File: config.mk
export PLATFORM = sky130hd
export DESIGN_NAME = game_turn_ctrl
export DESIGN_NICKNAME = d
export VERILOG_FILES = /design/src/rtl/game_turn_ctrl.sv
export SDC_FILE = /design/constraint.sdc
export NUM_CORES = 1
export LEC_CHECK = 0
export CAP_MARGIN = 15
export CORE_ASPECT_RATIO = 0.9
export CORE_MARGIN = 1
export CORE_UTILIZATION = 40
export DETAILED_ROUTE_END_ITERATION = 8
export MAX_ROUTING_LAYER = met4
export PLACE_DENSITY = 0.7
export RECOVER_POWER = 100
export REMOVE_ABC_BUFFERS = 1
export SYNTH_ARGS = -nofsm -noshare
export SYNTH_HDL_FRONTEND = slang
export SYNTH_SLANG_ARGS = --single-unit
export TNS_END_PERCENT = 1
File: constraint.sdc
create_clock -name clk -period 5.1 [get_ports clk]
set_clock_uncertainty 0.2 [all_clocks]
set_input_delay 1.02 -clock clk [delete_from_list [all_inputs] [get_ports clk]]
set_output_delay 1.02 -clock clk [all_outputs]
set_load 0.005 [all_outputs]
File: src/rtl/game_turn_ctrl.sv
// Turn sequencer for the board-game datapath: player-count setup, key pick,
// hit/miss evaluation, move and win check, with rotation, timeout and abort.
module game_turn_ctrl #(
    parameter int MAX_PLAYERS  = 4,
    parameter int MIN_PLAYERS  = 2,
    parameter int KEY_W        = 4,
    parameter int TURN_TIMEOUT = 1000,
    parameter int PW           = 2
) (
    input  logic             clk,
    input  logic             rst,
    input  logic [KEY_W-1:0] key_i,
    input  logic             start_i,
    input  logic             abort_i,
    input  logic             res_valid_i,
    input  logic             go_i,
    input  logic             win_valid_i,
    input  logic             win_i,
    output logic             setup_wr_o,
    output logic             pick_req_o,
    output logic [KEY_W-1:0] pick_o,
    output logic             pick_stb_o,
    output logic             move_en_o,
    output logic [PW:0]      n_players_o,
    output logic [PW-1:0]    cur_player_o,
    output logic [PW-1:0]    winner_o,
    output logic             timeout_o,
    output logic [3:0]       state_o
);

    typedef enum logic [3:0] {
        IDLE     = 4'd0,
        SELECT   = 4'd1,
        INIT     = 4'd2,
        WAIT_KEY = 4'd3,
        EVAL     = 4'd4,
        MISS     = 4'd5,
        MOVE     = 4'd6,
        CHECK    = 4'd7,
        DONE     = 4'd8
    } state_t;

    localparam int CW = (TURN_TIMEOUT > 1) ? $clog2(TURN_TIMEOUT) : 1;
    localparam logic [CW-1:0] TO_LAST = (TURN_TIMEOUT == 0) ? '0 : CW'(TURN_TIMEOUT - 1);

    state_t           state_q, state_d;
    logic             setup_wr_q, setup_wr_d;
    logic             pick_req_q, pick_req_d;
    logic [KEY_W-1:0] pick_q, pick_d;
    logic             pick_stb_q, pick_stb_d;
    logic             move_en_q, move_en_d;
    logic [PW:0]      n_players_q, n_players_d;
    logic [PW-1:0]    cur_q, cur_d;
    logic [PW-1:0]    winner_q, winner_d;
    logic             timeout_q, timeout_d;
    logic [CW-1:0]    cnt_q, cnt_d;

    logic key_ok;
    assign key_ok = (key_i >= KEY_W'(MIN_PLAYERS)) && (key_i <= KEY_W'(MAX_PLAYERS));

    always_ff @(posedge clk) begin
        if (rst) begin
            state_q     <= IDLE;
            setup_wr_q  <= 1'b1;
            pick_req_q  <= 1'b0;
            pick_q      <= '0;
            pick_stb_q  <= 1'b0;
            move_en_q   <= 1'b0;
            n_players_q <= '0;
            cur_q       <= '0;
            winner_q    <= '0;
            timeout_q   <= 1'b0;
            cnt_q       <= '0;
        end else begin
            state_q     <= state_d;
            setup_wr_q  <= setup_wr_d;
            pick_req_q  <= pick_req_d;
            pick_q      <= pick_d;
            pick_stb_q  <= pick_stb_d;
            move_en_q   <= move_en_d;
            n_players_q <= n_players_d;
            cur_q       <= cur_d;
            winner_q    <= winner_d;
            timeout_q   <= timeout_d;
            cnt_q       <= cnt_d;
        end
    end

    always_comb begin
        state_d     = state_q;
        setup_wr_d  = setup_wr_q;
        pick_d      = pick_q;
        pick_stb_d  = 1'b0;
        n_players_d = n_players_q;
        cur_d       = cur_q;
        winner_d    = winner_q;
        timeout_d   = 1'b0;
        cnt_d       = cnt_q;

        unique case (state_q)
            IDLE: begin
                setup_wr_d = 1'b1;
                if (start_i) state_d = SELECT;
            end
            SELECT: begin
                if (key_ok) begin
                    n_players_d = (PW+1)'(key_i);
                    state_d     = INIT;
                end
            end
            INIT: begin
                setup_wr_d = 1'b0;
                cur_d      = '0;
                cnt_d      = '0;
                winner_d   = '0;
                state_d    = WAIT_KEY;
            end
            WAIT_KEY: begin
                // A key arriving on the last allowed cycle beats the timeout.
                if (key_i != '0) begin
                    pick_d     = key_i;
                    pick_stb_d = 1'b1;
                    cnt_d      = '0;
                    state_d    = EVAL;
                end else if (TURN_TIMEOUT != 0 && cnt_q == TO_LAST) begin
                    timeout_d = 1'b1;
                    state_d   = MISS;
                end else begin
                    cnt_d = cnt_q + 1'b1;
                end
            end
            EVAL: begin
                if (res_valid_i) state_d = go_i ? MOVE : MISS;
            end
            MISS: begin
                cur_d   = ({1'b0, cur_q} == n_players_q - 1'b1) ? '0 : cur_q + 1'b1;
                cnt_d   = '0;
                state_d = WAIT_KEY;
            end
            MOVE: state_d = CHECK;
            CHECK: begin
                if (win_valid_i) begin
                    if (win_i) begin
                        winner_d = cur_q;
                        state_d  = DONE;
                    end else begin
                        cnt_d   = '0;
                        state_d = WAIT_KEY;
                    end
                end
            end
            DONE: begin
                if (start_i) begin
                    setup_wr_d = 1'b1;
                    state_d    = SELECT;
                end
            end
            default: state_d = IDLE;
        endcase

        if (abort_i) begin
            state_d     = IDLE;
            setup_wr_d  = 1'b1;
            pick_stb_d  = 1'b0;
            timeout_d   = 1'b0;
            n_players_d = '0;
            cur_d       = '0;
            pick_d      = '0;
            cnt_d       = '0;
        end

        // Level outputs are registered from the next state so they line up with state_o.
        pick_req_d = (state_d == WAIT_KEY);
        move_en_d  = (state_d == MOVE);
    end

    assign setup_wr_o   = setup_wr_q;
    assign pick_req_o   = pick_req_q;
    assign pick_o       = pick_q;
    assign pick_stb_o   = pick_stb_q;
    assign move_en_o    = move_en_q;
    assign n_players_o  = n_players_q;
    assign cur_player_o = cur_q;
    assign winner_o     = winner_q;
    assign timeout_o    = timeout_q;
    assign state_o      = state_q;

endmodule

* Yosys cells after proc, flatten, opt, wreduce, memory -nomap -nowiden
Cells that the tools add are included.
Word-level totals: memory bits (read-only) 0, output and inout bits 20, bits in writable memories 0, bits in latches 0, bits of input ports 12, bits in registers 30, memories kept 0, word-level logic and storage cells 75
Operators by class: $mul 0, div/mod/pow operators 0, bitwise operators 1, $add $sub $neg 3, muxes and demuxes 24, equality and inequality tests 17, magnitude comparators 2, reduce and logical (&&, ||, !) cells 17, shift operators 0
Operator list (number):
- 10-bit two-way mux | 4
- 4-bit two-way mux | 8
- 10-bit case mux with 3 select lines | 1
- 4-bit case mux with 7 select lines | 1
- 4-bit by 3-bit == test with 1-bit output (second input constant) | 5
- 4-bit by 2-bit == test with 1-bit output (second input constant) | 3
- 10-bit by 1-bit adder with 10-bit output (second input constant) | 1
- 10-bit == test (second input constant) | 1
- 2-bit two-way mux | 4
- 2-bit inequality test (second input constant) | 4
- 2-bit case mux with 2 select lines | 2
- 2-bit AND reduction | 3
- 3-bit nonzero test | 2
- 2-bit OR reduction | 3
- 4-bit by 1-bit == test with 1-bit output (second input constant) | 1
- 4-bit == test (second input constant) | 1
- 4-bit by 2-bit greater-or-equal comparator with 1-bit output (second input constant) | 1
- 4-bit by 3-bit <= comparator with 1-bit output (second input constant) | 1
- 4-bit zero test | 1
- 4-bit AND reduction | 1
- 2-bit nonzero test | 2
- 4-bit nonzero test | 1
- 4-bit OR reduction | 1
- 2-bit by 3-bit == test with 1-bit output | 1
- other kinds (9) | 11

* Logic depth before layout (Yosys ltp)
depth in word-level cells 6, gate-level depth with buffers 7, mapped depth without buffers 6

* Worst setup path before layout
OpenSTA, ideal clock, no wires.
path kind input-to-reg, from input key_i[0], to register cnt_q[3], buffers on the path 0, stages on the path 5, arrival 2.110 ns, required time 4.826 ns, slack 2.716 ns, setup time 0.074 ns, path through nor4_2 nand2_2 nor3_2 a41oi_1 a31oi_1
On the way: longest elaborated chain between the ends 3, elaborated cells between the ends (all ways) 5, classes of those cells eq/ne: 1; mux: 2; reduce/logical: 2
RTL lines:
- start: declaration | line 12 | input logic [KEY_W-1:0] key_i,
- 4-bit nonzero test * | line 120 | if (key_i != '0) begin
- 3-bit inequality test (no line) / 10-bit two-way mux (equally long branches)
- 4-bit AND reduction (no line) / 10-bit case mux with 3 select lines (equally long branches)
- end signal: assignment | line 85 | cnt_q <= cnt_d;
- end: declaration | line 56 | logic [CW-1:0] cnt_q, cnt_d;
Mark *: on every way between the ends. The rest lies on a longest branch, timed or not. A chain may end at the register's enable or synchronous reset.

* Worst setup path in the final report
from input key_i[2], to register cnt_q[3]
Same word-level chain as after synthesis.

==> run metrics <==
status=finished, final reports clean; final hold slack=250 ps; all-layer global routing usage=20.2%; Crit Path Max Fanout=7; first-pass GRT wire length=6.05 mm; number of global-route vias before repair=1318; TritonCTS Buffers=5; commonest non-fill, non-tap cells in the layout=dfxtp_1 (30), dlygate4sd3_1 (23), nor2_1 (21), nand2_1 (21), a21oi_1 (15); CTS resizes=0; main combinational cell family by area after synthesis=simple AND/OR/NAND/NOR gates; Final #Nets=233; Final Hold Violating Endpoints=0; Critical Path AT=3360 ps; launch point of the critical path=key_i[2]; port buffer count=31; # Post-CTS Setup Buffers=0; met2 Use GR=28.0%; H-tree levels=2; Post-Syn Area=0.00161 mm2; Area Growth Syn to Fin=23.1%; vias=1453; XOR/XNOR Fraction of Synth Area=2.72%; M3 GR Usage=4.96%; worst slew pin tran=914 ps; share of cells above drive strength 1=8.64%; final setup vio count=0; reg2reg start=state_o[0]; fin. max-slew vios=0; VDD IR-drop max=106 uV; largest net degree at the start of global routing=17; RSZ-0062 raised after global routing=no; via/cell ratio=5.46; commonest non-fill, non-tap cell in the layout=dfxtp_1; Clk Latency, worst-skew pair=290 ps; Antenna Nets Post-Route=0; Mapped Cells=188; first drt pass iteration count=4; cts hold-fix bufs=0; post-DP HPWL=2.71 mm; GRT overflow=0; Min Clock Period, post-route=3340 ps; Post-synth EDFFs=0; initial antenna violation count=0; WHS Path Cells=2; Clock Sinks=30; DRC=0; max_slew headroom=39.0%; reg2reg end=cnt_q[3]; core area=0.00378 mm2; fmax=0.299 GHz; fraction of the mapped netlist area in adder cells=1.55%; I/O pin count=32; fraction of the yosys area taken by sequential cells=37.2%; path depth of the worst reg2reg path=5; Die Y=62.2 um; CTS tree=yes; overall die width=68.9 um; Die ar.=0.00429 mm2; critical path class=in2reg; clock tree buffer depth=2; worst hold path class=reg2reg; crit path launch type=input pin; Layout Utilization=52.5%; hold path start=pick_o[3]; post-synthesis mux area share=3.18%; # diodes=0; Compound-Gate Fraction of Synth Area=20.9%; Tot Pwr=0.513 mW; Max Cap Violations=0; average cell area after synthesis=8.58 um2; busiest grt layer=met2; post-synthesis simple-gate area fraction=29.2%; Async S/R FF share, synth=0%; Worst-path clk slew=60 ps; Pwr per Cell Area=258 mW/mm2; sum of negative setup slack=0 ps; P_leak=0.718 nW; Reg2Reg Setup Slack=2640 ps; global-route met1 utilization=26.0%; Initial Util=42.6%; Final Cycle Share=65.5%; final wirelength=3.68 mm; Yosys cell types=55; number of fill cells=391; routed len/inst=13.8 um; Yosys warning count=0; Post-synth top flop=dfxtp_1; Hold Path End=pick_o[3]; GP Congestion=0.899; FF+latch count, synth=30; Worst Path Required=5120 ps; root buf cell=clkbuf_8; Worst Setup End Kind=register; FP Rows=21; drt first-iter violations=78
==> state kept, by name (all words and copies together) (netlist names) <==
name / flops
cur_player_o: 2
pick_req_o: 1
setup_wr_o: 1
timeout_o: 1
cnt_q: 10
move_en_o: 1
pick_stb_o: 1
pick_o: 4
n_players_o: 3
winner_o: 2
state_o: 4
==> worst max-delay path by stage <==
stage	to	slack, ps	cells after the start
after detailed placement	cnt_q[3]	2000	6
final	cnt_q[3]	1760	6
after floorplan	cnt_q[3]	2720	5
after global routing	cnt_q[2]	1520	6
after global placement	cnt_q[3]	2030	6
after CTS	cnt_q[3]	2280	6
==> layer usage <==
metal	wire length, um	vias to the layer above	part of all wire, %
met3	195	7	5.3
li1	-	744	-
met5	0	-	0
met4	111	0	3.0
met1	1720	662	47
met2	1650	40	45
==> report_power, final <==
| part | leakage, nW | switching [mW] | total (mW) | internal, mW |
|---|---|---|---|---|
| sequential | 0.242 | 0.00312 | 0.239 | 0.236 |
| clock | 0.0579 | 0.0940 | 0.238 | 0.144 |
| combinational | 0.419 | 0.0194 | 0.0367 | 0.0173 |
| total | 0.718 | 0.117 | 0.513 | 0.396 |
==> cell usage after synthesis, types with 3 or more instances <==
master	number	area, um2
dfxtp_1	30	601
nand2_1	21	78.8
nor2_1	21	78.8
a21oi_1	14	70.1
nand3_1	10	50.1
o21ai_0	9	45.0
nand2b_1	6	37.5
a31oi_1	5	31.3
buf_6	5	56.3
inv_1	4	15.0
mux2i_1	4	40.0
nor3_1	4	20.0
a22o_1	3	26.3
nor2b_1	3	18.8
xnor2_1	3	26.3
==> critical path, stage by stage <==
cell,delay (ps)
dlygate4sd3_1,640
nor4_1,490
nand2_2,170
nor3_1,690
a41oi_1,190
a31oi_1,160
==> metrics by stage <==
stage,setup slack (ps),cell area (um2),std cells
6_report,1760,1990,266
5_1_grt,1520,1990,266
4_1_cts,2280,2020,266
3_5_place_dp,2000,1920,258
3_3_place_gp,2030,1920,258
2_1_floorplan,2720,1550,181
==> area by class of cell <==
type / instances / area, um2 / area share [%]
Sequential cell: 30 / 601 / 30.2
Clock buffer: 5 / 68.8 / 3.47
Timing Repair Buffer: 31 / 310 / 15.6
Multi-Input combinational cell: 146 / 890 / 44.8
Clock inverter: 3 / 40.0 / 2.02
Inverter: 5 / 18.8 / 0.945
Tap cell: 46 / 57.6 / 2.90
==> logic make-up after synthesis <==
| group | Yosys count |
|---|---|
| flops | 30 |
| buf+inv | 12 |
| fa+ha+maj | 2 |
| mux | 5 |
| compound gates | 48 |
| xor+xnor | 5 |
| simple gates | 86 |
Note: power is estimated with default switching activity, not from simulation.
